File: src/rtl/matrix_result_reader.sv
// rtl/matrix_result_reader.sv - streams the GEMM result RAM out as saturated valid/ready words
//
// Reads address pairs (2p, 2p+1) from the dual-port result RAM, saturates each
// DATA_W word to OUT_W, buffers them in a 4-entry FIFO and presents the FIFO
// head as a one-word-per-beat stream in ascending address order.
//
// Ports:
//   clk, reset            single clock, synchronous active-high reset
//   start                 begin a readout (honoured in IDLE or DONE only)
//   rd_en                 read strobe shared by both RAM ports
//   rd_addr_1/rd_addr_2   even/odd address of the current pair
//   rd_data_1/rd_data_2   RAM data, one cycle after rd_en
//   out_data/out_valid    saturated word and its valid
//   out_ready             consumer accept
//   out_row_end/out_last  word closes a matrix row / closes the matrix
//   busy/done             FETCH or DRAIN / readout finished (level)
//   sat_seen              sticky: a word of this run was saturated
module matrix_result_reader #(
  parameter int DATA_W = 19,
  parameter int OUT_W  = 16,
  parameter int ADDR_W = 6,
  parameter int DEPTH  = 64,
  parameter int ROW_N  = 8
) (
  input  logic              clk,
  input  logic              reset,
  input  logic              start,
  output logic              rd_en,
  output logic [ADDR_W-1:0] rd_addr_1,
  output logic [ADDR_W-1:0] rd_addr_2,
  input  logic [DATA_W-1:0] rd_data_1,
  input  logic [DATA_W-1:0] rd_data_2,
  output logic [OUT_W-1:0]  out_data,
  output logic              out_valid,
  input  logic              out_ready,
  output logic              out_row_end,
  output logic              out_last,
  output logic              busy,
  output logic              done,
  output logic              sat_seen
);

  typedef enum logic [1:0] {S_IDLE, S_FETCH, S_DRAIN, S_DONE} state_t;

  localparam int SAT_MAX_I = (1 << (OUT_W - 1)) - 1;
  localparam logic signed [DATA_W-1:0] SAT_MAX = DATA_W'(SAT_MAX_I);
  localparam logic signed [DATA_W-1:0] SAT_MIN = DATA_W'(-SAT_MAX_I - 1);
  localparam logic [OUT_W-1:0]  OUT_MAX   = {1'b0, {(OUT_W-1){1'b1}}};
  localparam logic [OUT_W-1:0]  OUT_MIN   = {1'b1, {(OUT_W-1){1'b0}}};
  localparam logic [ADDR_W-2:0] LAST_PAIR = (ADDR_W-1)'(DEPTH/2 - 1);
  localparam logic [ADDR_W-1:0] ROW_MOD   = ADDR_W'(ROW_N);
  localparam logic [ADDR_W-1:0] ROW_LAST  = ADDR_W'(ROW_N - 1);
  localparam logic [ADDR_W-1:0] IDX_LAST  = ADDR_W'(DEPTH - 1);

  state_t            state, state_nxt;
  logic [ADDR_W-2:0] pair_ptr;
  logic              in_flight;
  logic [OUT_W-1:0]  fifo_mem [4];
  logic [1:0]        wr_ptr, rd_ptr;
  logic [2:0]        fifo_cnt;
  logic [ADDR_W-1:0] out_idx;
  logic              start_accept, can_issue, last_pair, pop;
  logic [OUT_W:0]    sat_1, sat_2;

  // Returns {saturated_flag, OUT_W-bit value}.
  function automatic logic [OUT_W:0] saturate(input logic signed [DATA_W-1:0] x);
    if (x > SAT_MAX)      return {1'b1, OUT_MAX};
    else if (x < SAT_MIN) return {1'b1, OUT_MIN};
    else                  return {1'b0, x[OUT_W-1:0]};
  endfunction

  assign sat_1 = saturate($signed(rd_data_1));
  assign sat_2 = saturate($signed(rd_data_2));

  assign start_accept = start && (state == S_IDLE || state == S_DONE);
  // Issue only when the pair in flight plus the new pair are guaranteed a slot,
  // so a returning pair can always be pushed without overflow.
  assign can_issue    = (fifo_cnt + (in_flight ? 3'd2 : 3'd0)) <= 3'd2;
  assign last_pair    = (pair_ptr == LAST_PAIR);

  assign out_valid   = (fifo_cnt != 3'd0);
  assign out_data    = out_valid ? fifo_mem[rd_ptr] : '0;
  assign out_row_end = out_valid && ((out_idx % ROW_MOD) == ROW_LAST);
  assign out_last    = out_valid && (out_idx == IDX_LAST);
  assign pop         = out_valid && out_ready;
  assign rd_addr_1   = {pair_ptr, 1'b0};
  assign rd_addr_2   = {pair_ptr, 1'b1};
  assign busy        = (state == S_FETCH) || (state == S_DRAIN);
  assign done        = (state == S_DONE);

  always_ff @(posedge clk) begin
    if (reset) state <= S_IDLE;
    else       state <= state_nxt;
  end

  always_comb begin
    state_nxt = state;
    rd_en     = 1'b0;
    case (state)
      S_IDLE:  if (start) state_nxt = S_FETCH;
      S_FETCH: begin
        if (can_issue) begin
          rd_en = 1'b1;
          if (last_pair) state_nxt = S_DRAIN;
        end
      end
      S_DRAIN: if (pop && out_last) state_nxt = S_DONE;
      S_DONE:  if (start) state_nxt = S_FETCH;
      default: state_nxt = S_IDLE;
    endcase
  end

  always_ff @(posedge clk) begin
    if (reset) begin
      pair_ptr  <= '0;
      in_flight <= 1'b0;
      wr_ptr    <= 2'd0;
      rd_ptr    <= 2'd0;
      fifo_cnt  <= 3'd0;
      out_idx   <= '0;
      sat_seen  <= 1'b0;
      for (int i = 0; i < 4; i++) fifo_mem[i] <= '0;
    end else begin
      in_flight <= rd_en;
      if (start_accept) begin
        pair_ptr <= '0;
        sat_seen <= 1'b0;
      end else begin
        if (rd_en && !last_pair) pair_ptr <= pair_ptr + 1'b1;
        if (in_flight && (sat_1[OUT_W] || sat_2[OUT_W])) sat_seen <= 1'b1;
      end
      // Both words of a returning pair enter the FIFO in the same cycle.
      if (in_flight) begin
        fifo_mem[wr_ptr]        <= sat_1[OUT_W-1:0];
        fifo_mem[wr_ptr + 2'd1] <= sat_2[OUT_W-1:0];
        wr_ptr                  <= wr_ptr + 2'd2;
      end
      if (pop) rd_ptr <= rd_ptr + 2'd1;
      if (start_accept)  out_idx <= '0;
      else if (pop)      out_idx <= out_idx + 1'b1;
      fifo_cnt <= fifo_cnt + (in_flight ? 3'd2 : 3'd0) - (pop ? 3'd1 : 3'd0);
    end
  end

endmodule

File: config.mk
export PLATFORM = sky130hd
export DESIGN_NAME = matrix_result_reader
export DESIGN_NICKNAME = d
export VERILOG_FILES = /design/src/rtl/matrix_result_reader.sv
export SDC_FILE = /design/constraint.sdc
export NUM_CORES = 1
export LEC_CHECK = 0
export BUFFER_PORTS_ARGS = -buffer_cell sky130_fd_sc_hd__buf_4
export CAP_MARGIN = 20
export CORE_UTILIZATION = 45
export CTS_BUF_LIST = sky130_fd_sc_hd__clkbuf_16
export DETAILED_ROUTE_END_ITERATION = 6
export HOLD_SLACK_MARGIN = 0.15
export PLACE_DENSITY = 0.74
export SETUP_SLACK_MARGIN = 0.3
export SYNTH_ARGS = -nofsm -noshare
export SYNTH_HDL_FRONTEND = slang
export SYNTH_SLANG_ARGS = --single-unit
export TNS_END_PERCENT = 50
File: constraint.sdc
create_clock -name clk -period 2.85 [get_ports clk]
set_clock_uncertainty 0.05 [all_clocks]
set_input_delay 0.57 -clock clk [delete_from_list [all_inputs] [get_ports clk]]
set_output_delay 0.57 -clock clk [all_outputs]
set_load 0.005 [all_outputs]
### Yosys cells after proc, flatten, opt, wreduce, memory -nomap -nowiden

Memory sizes are Yosys's and may differ from the RTL's. A register that Yosys moved wholly into a read port is not among the register bits.
Cells that the tools add are included.

* $add $sub $neg: 7
* $mul: 0
* div/mod/pow operators: 0
* $lt $le $gt $ge: 5
* eq/ne operators: 10
* shifts and indexed selects: 0
* mux-type cells: 27
* bitwise operators: 0
* reduce and logical (&&, ||, !) cells: 18

Operators with widths (number)
* $mux 17: 4
* $mux 16: 3
* $gt 19x16->1 const B: 2
* $lt 19x16->1 const B: 2
* $reduce_or 16->1: 2
* $mux 2: 9
* $mux 1: 10
* $logic_and 1x1->1: 7
* $add 6x1->6 const B: 1
* $eq 6x6->1 const B: 1
* $pmux 2 s3: 1
* $add 5x1->5 const B: 1
* $eq 5x5->1 const B: 1
* $add 2x1->2 const B: 2
* $eq 2x2->1 const B: 2
* $ne 2x1->1 const B: 2
* $ne 2x2->1 const B: 2
* $reduce_and 4->1: 1
* $reduce_or 2->1: 2
* $add 3x2->3: 1
* $eq 3x3->1 const B: 1
* $le 3x2->1 const B: 1
* $logic_or 1x1->1: 3
* $reduce_bool 3->1: 1
* other kinds (5): 5

* register bits after elaboration: 22
* bits in latches: 0
* memory bits (writable): 64
* bits in read-only memories: 0
* bits of input ports: 42
* output and inout bits: 35
* word-level logic and storage cells: 76
* memories: 1

Memories
* fifo_mem: depth 4, bits a word 16, read ports 1, clocked after memory_dff 1, write ports 4, RTL line 58 `logic [OUT_W-1:0] fifo_mem [4];`

### Logic depth before layout (Yosys ltp)

* depth in word-level cells: 6
* gate-level depth with buffers: 7
* depth with buffers taken out: 7

### Worst setup path after synthesis

No wires, ideal clock.

* kind: reg-to-reg
* from: register pair_ptr[0]
* to: register pair_ptr[3]
* library setup time: 71 ps
* data arrival time: 2012 ps
* data required time: 2729 ps
* slack: 718 ps
* stages on the path, launching flop included: 8
* path buffers: 1
* clock period less this slack: 2132 ps
* cell sequence: dfxtp_1 -> ha_1 -> and3_1 -> ha_1 -> or4b_1 -> buf_2 -> or3_1 -> a21oi_1

* word-level cells in the longest chain between the ends: 3
* elaborated cells on any way between the ends: 4
* classes of those cells: add/sub: 1; eq/ne: 1; reduce/logical: 2

RTL lines
* start, declared: RTL line 56 `logic [ADDR_W-2:0] pair_ptr;`
* start signal, assigned: RTL line 129 `if (rd_en && !last_pair) pair_ptr <= pair_ptr + 1'b1;`
* parallel branches: the longest is 3 deep, another holds $add 5x1->5

Several ways; the timed one is not identified.
A chain may end at the register's enable or synchronous reset.

==> results.tsv <==
stage	metric	value	unit
drt	drtIter0Drc	187	
cells_and_area	antenna_cells	0	
setup_path	reg2reg_depth	6	
drt	vias	2897	
logic_synthesis	synthCells	353	
logic_synthesis	synth_area_leaders	edfxtp_1, dfxtp_1, mux4_2	
logic_synthesis	synth.avg_cell_area	11.59	sq um
placed_design	portBuffers	74	
min_path	hold_depth	2	
floorplanning	std_cell_rows	34	
timing	post-route-min-period	2.435	ns
floorplanning	dieArea	9480	sq um
setup_path	crit_fanout	16	
drt	ant_nets	0	
cts	clk_latency	0.34	ns
power	combPwrFrac	30.9	%
floorplanning	coreArea	8763	sq um
floorplanning	ios	77	
grt	grt_max_degree	32	
setup_path	crit_buf_inv	2	
cts	cts_tree	yes	
grt	grt_use_total	19.83	%
timing	tightest_slew	0.7370	ns
cts	clk_pin_slew	0.06	ns
power	seq_power_share	39.1	%
cts	cts_root_buf	clkbuf_16	
power	swShare	29.50	%
run	cap_violations	0	
power	power.density	842.9	nW/um^2
timing	drv_slew	0	
drt	dr.pass1.iters	4	
cts	cts_sinks	87	
cells_and_area	syn_to_final_growth	23.63	%
cts	cts_buffer_depth	2	
power	p_int	3.006	mW
drt	drt-total-wl	9002	microns
timing	relSlewSlack	50.87	%
placed_design	place_congestion	0.7649	
timing	final.setup.tns	0	ns
setup_path	worst-path-stages	4	
setup_path	crit_slowest_cell	mux4_2	
power	clkPwrFrac	30.0	%
logic_synthesis	ys_types	36	
cells_and_area	drive_above_1_share	28.40	%
cells_and_area	final_nets	474	
cts	numCtsBuffers	9	
power	power.leakage	2.029	nW
cts	postCtsHoldBufs	0	
setup_path	cp_top_family	multiplexers	
logic_synthesis	synth_area	4093	sq um
min_path	hold_path_class	reg2reg	
logic_synthesis	syn_nets	406	
grt	grt_pass1_wl	14330	microns
grt	grt_pass1_vias	2941	
placed_design	place_hpwl	5917	microns
floorplanning	start_util	46.70	%
floorplanning	dieWidth	97.37	microns
timing	hold_viol	0	
floorplanning	die_h	97.37	microns
setup_path	critPathKind	reg2out	
setup_path	cp-end-kind	output pin	
cts	cts_max_level	3	
logic_synthesis	synth-edff-count	64	
logic_synthesis	ys.flop_type	edfxtp_1	
logic_synthesis	seq_area_frac_synth	58.21	%
power	ir_drop	503.9	uV
drt	post-route-drc-count	0	
run_status	status	finished, final reports clean	
setup_path	critPathMaxStageDelay	0.55	ns
setup_path	cp-start-kind	flip-flop	
placed_design	dp_cells	518	
setup_path	path_common_cell	buf_4	
timing	fmaxAchievable	410.6	MHz
drt	routed_via_density	5.425	
cts	postCtsResizedCells	0	
logic_synthesis	synth_top_area_share	46.96	%
timing	finalCritPeriodShare	85.45	%
setup_path	worstPathArrival	1.82	ns
drt	wl_per_cell	16.86	microns
logic_synthesis	yosys_warnings	0	
logic_synthesis	yosys.area.top_type	edfxtp_1	
power	switchingPower	1.258	mW
logic_synthesis	ys_ff_latch	87	
timing	setup_viol	0	
cells_and_area	stdcell_count	534	
grt	antenna_found_initial	0	
setup_path	crit_chain	buf_4 -> mux4_2 -> nor2b_1 -> buf_4	
timing	rsz0062_at_grt	no	
grt	gr-total-overflow	0	
logic_synthesis	synth-async-reset-ratio	0	%
cts	post_cts_buffers	0	
setup_path	crit_required	2.23	ns
## power by group through the flow
| stage | logic [mW] | clock network (mW) | registers [mW] |
|---|---|---|---|
| final | 1.32 | 1.28 | 1.67 |
| after global routing | 1.44 | 1.34 | 1.69 |
| after floorplan | 0.832 | 0 | 1.66 |
| after global placement | 1.29 | 0 | 1.68 |
| after CTS | 1.33 | 1.29 | 1.67 |
| after detailed placement | 1.32 | 0 | 1.69 |
## cells by family (layout without fill, tap and decap cells)
group / after synthesis / in the layout / share of synthesized area (%)
buffers and inverters: 38 / 111 / 4.219
muxes: 19 / 19 / 9.569
and+or+nand+nor: 139 / 139 / 15.62
DFF: 87 / 87 / 58.21
AOI/OAI and AO/OA: 48 / 48 / 6.910
other: 2 / 2 / 0.1835
adders and majority gates: 11 / 11 / 3.363
xor gates and xnor gates: 9 / 9 / 1.926
## area by class of cell
cell class                 instances  area (sq um)
fill                             726          3704
sequential                        87          2382
multi-input combinational        228          1543
timing repair buffer              84         630.6
clock buffer                       9         225.2
tap                              108         135.1
clock inverter                     7         102.6
inverter                          11         41.29
## final timing paths
path,startpoint,endpoint,slack (ns)
min reg2reg,sat_seen,sat_seen,0.41
max,flip-flop,out_data[15],0.41
max reg2reg,pair_ptr[0],pair_ptr[3],0.58
min,sat_seen,sat_seen,0.41
## worst min-delay path: stages (launching register included)
cell and delay [ns]:
dfxtp_1 0.32, inv_1 0.05, a21oi_1 0.05
## synthesized netlist by cell type, types with 5 or more instances
master and count:
edfxtp_1 64, nand3_1 5, xor2_1 5, nand2b_1 9
o22ai_1 16, nor2_1 81, mux4_2 16, ha_1 11
buf_4 7, a21oi_1 22, dfxtp_1 23, clkbuf_1 17
nand2_1 9, inv_1 10, nor2b_1 18, nor3_1 5
## state kept, by name, summed over array words and instances, names as in the netlist, named ones only
| register | flops |
|---|---|
| fifo_mem | 64 |
| out_idx | 6 |
| pair_ptr | 5 |
| fifo_cnt | 3 |
| rd_ptr | 2 |
| state | 2 |
| in_flight | 1 |
| sat_seen | 1 |
| wr_ptr | 1 |
## through the flow
| step | instance area (sq um) | total power [mW] | utilization [%] | setup WS (ns) | hold WS, ns |
|---|---|---|---|---|---|
| 4_1_cts | 5060 | 4.296 | 57.74 | 0.3852 | 0.4115 |
| 2_1_floorplan | 4093 | 2.493 | - | 0.7177 | 0.3921 |
| 3_3_place_gp | 4732 | 2.966 | 54.00 | 0.6031 | 0.3929 |
| 5_1_grt | 5060 | 4.475 | 57.74 | 0.3022 | 0.4518 |
| 6_report | 5060 | 4.265 | 57.74 | 0.4148 | 0.4091 |
| 3_5_place_dp | 4732 | 3.017 | 54.00 | 0.5195 | 0.3972 |
## layer usage
metal	track usage, %	vias to the layer above	part of all wire (%)
met2	34.21	87	51
met3	2.878	14	5.5
met1	24.69	1409	42
met4	8.937	0	2.0
li1	-	1387	-
met5	0	-	0
## cell usage in the layout, fill, tap and decap left out, drive strengths merged, types with 2 or more instances in the layout
master  synthesis  final
bufinv          0      2
clkbuf         17      9
o22ai          16     16
nand2           9      9
and2            2      2
mux2i           2      2
nand4           2      2
nor2           81     81
dfxtp          23     23
buf            10     84
conb            2      2
a21oi          22     22
nor2b          18     18
edfxtp         64     64
xor2            5      5
o21ai           2      2
ha             11     11
nand2b          9      9
or2             2      2
mux4           16     16
inv            10     13
o31ai           4      4
clkinv          1      3
xnor2           4      4
nand3           5      5
or3             2      2
nor3            5      5
Power figures use the tool's default switching activity.
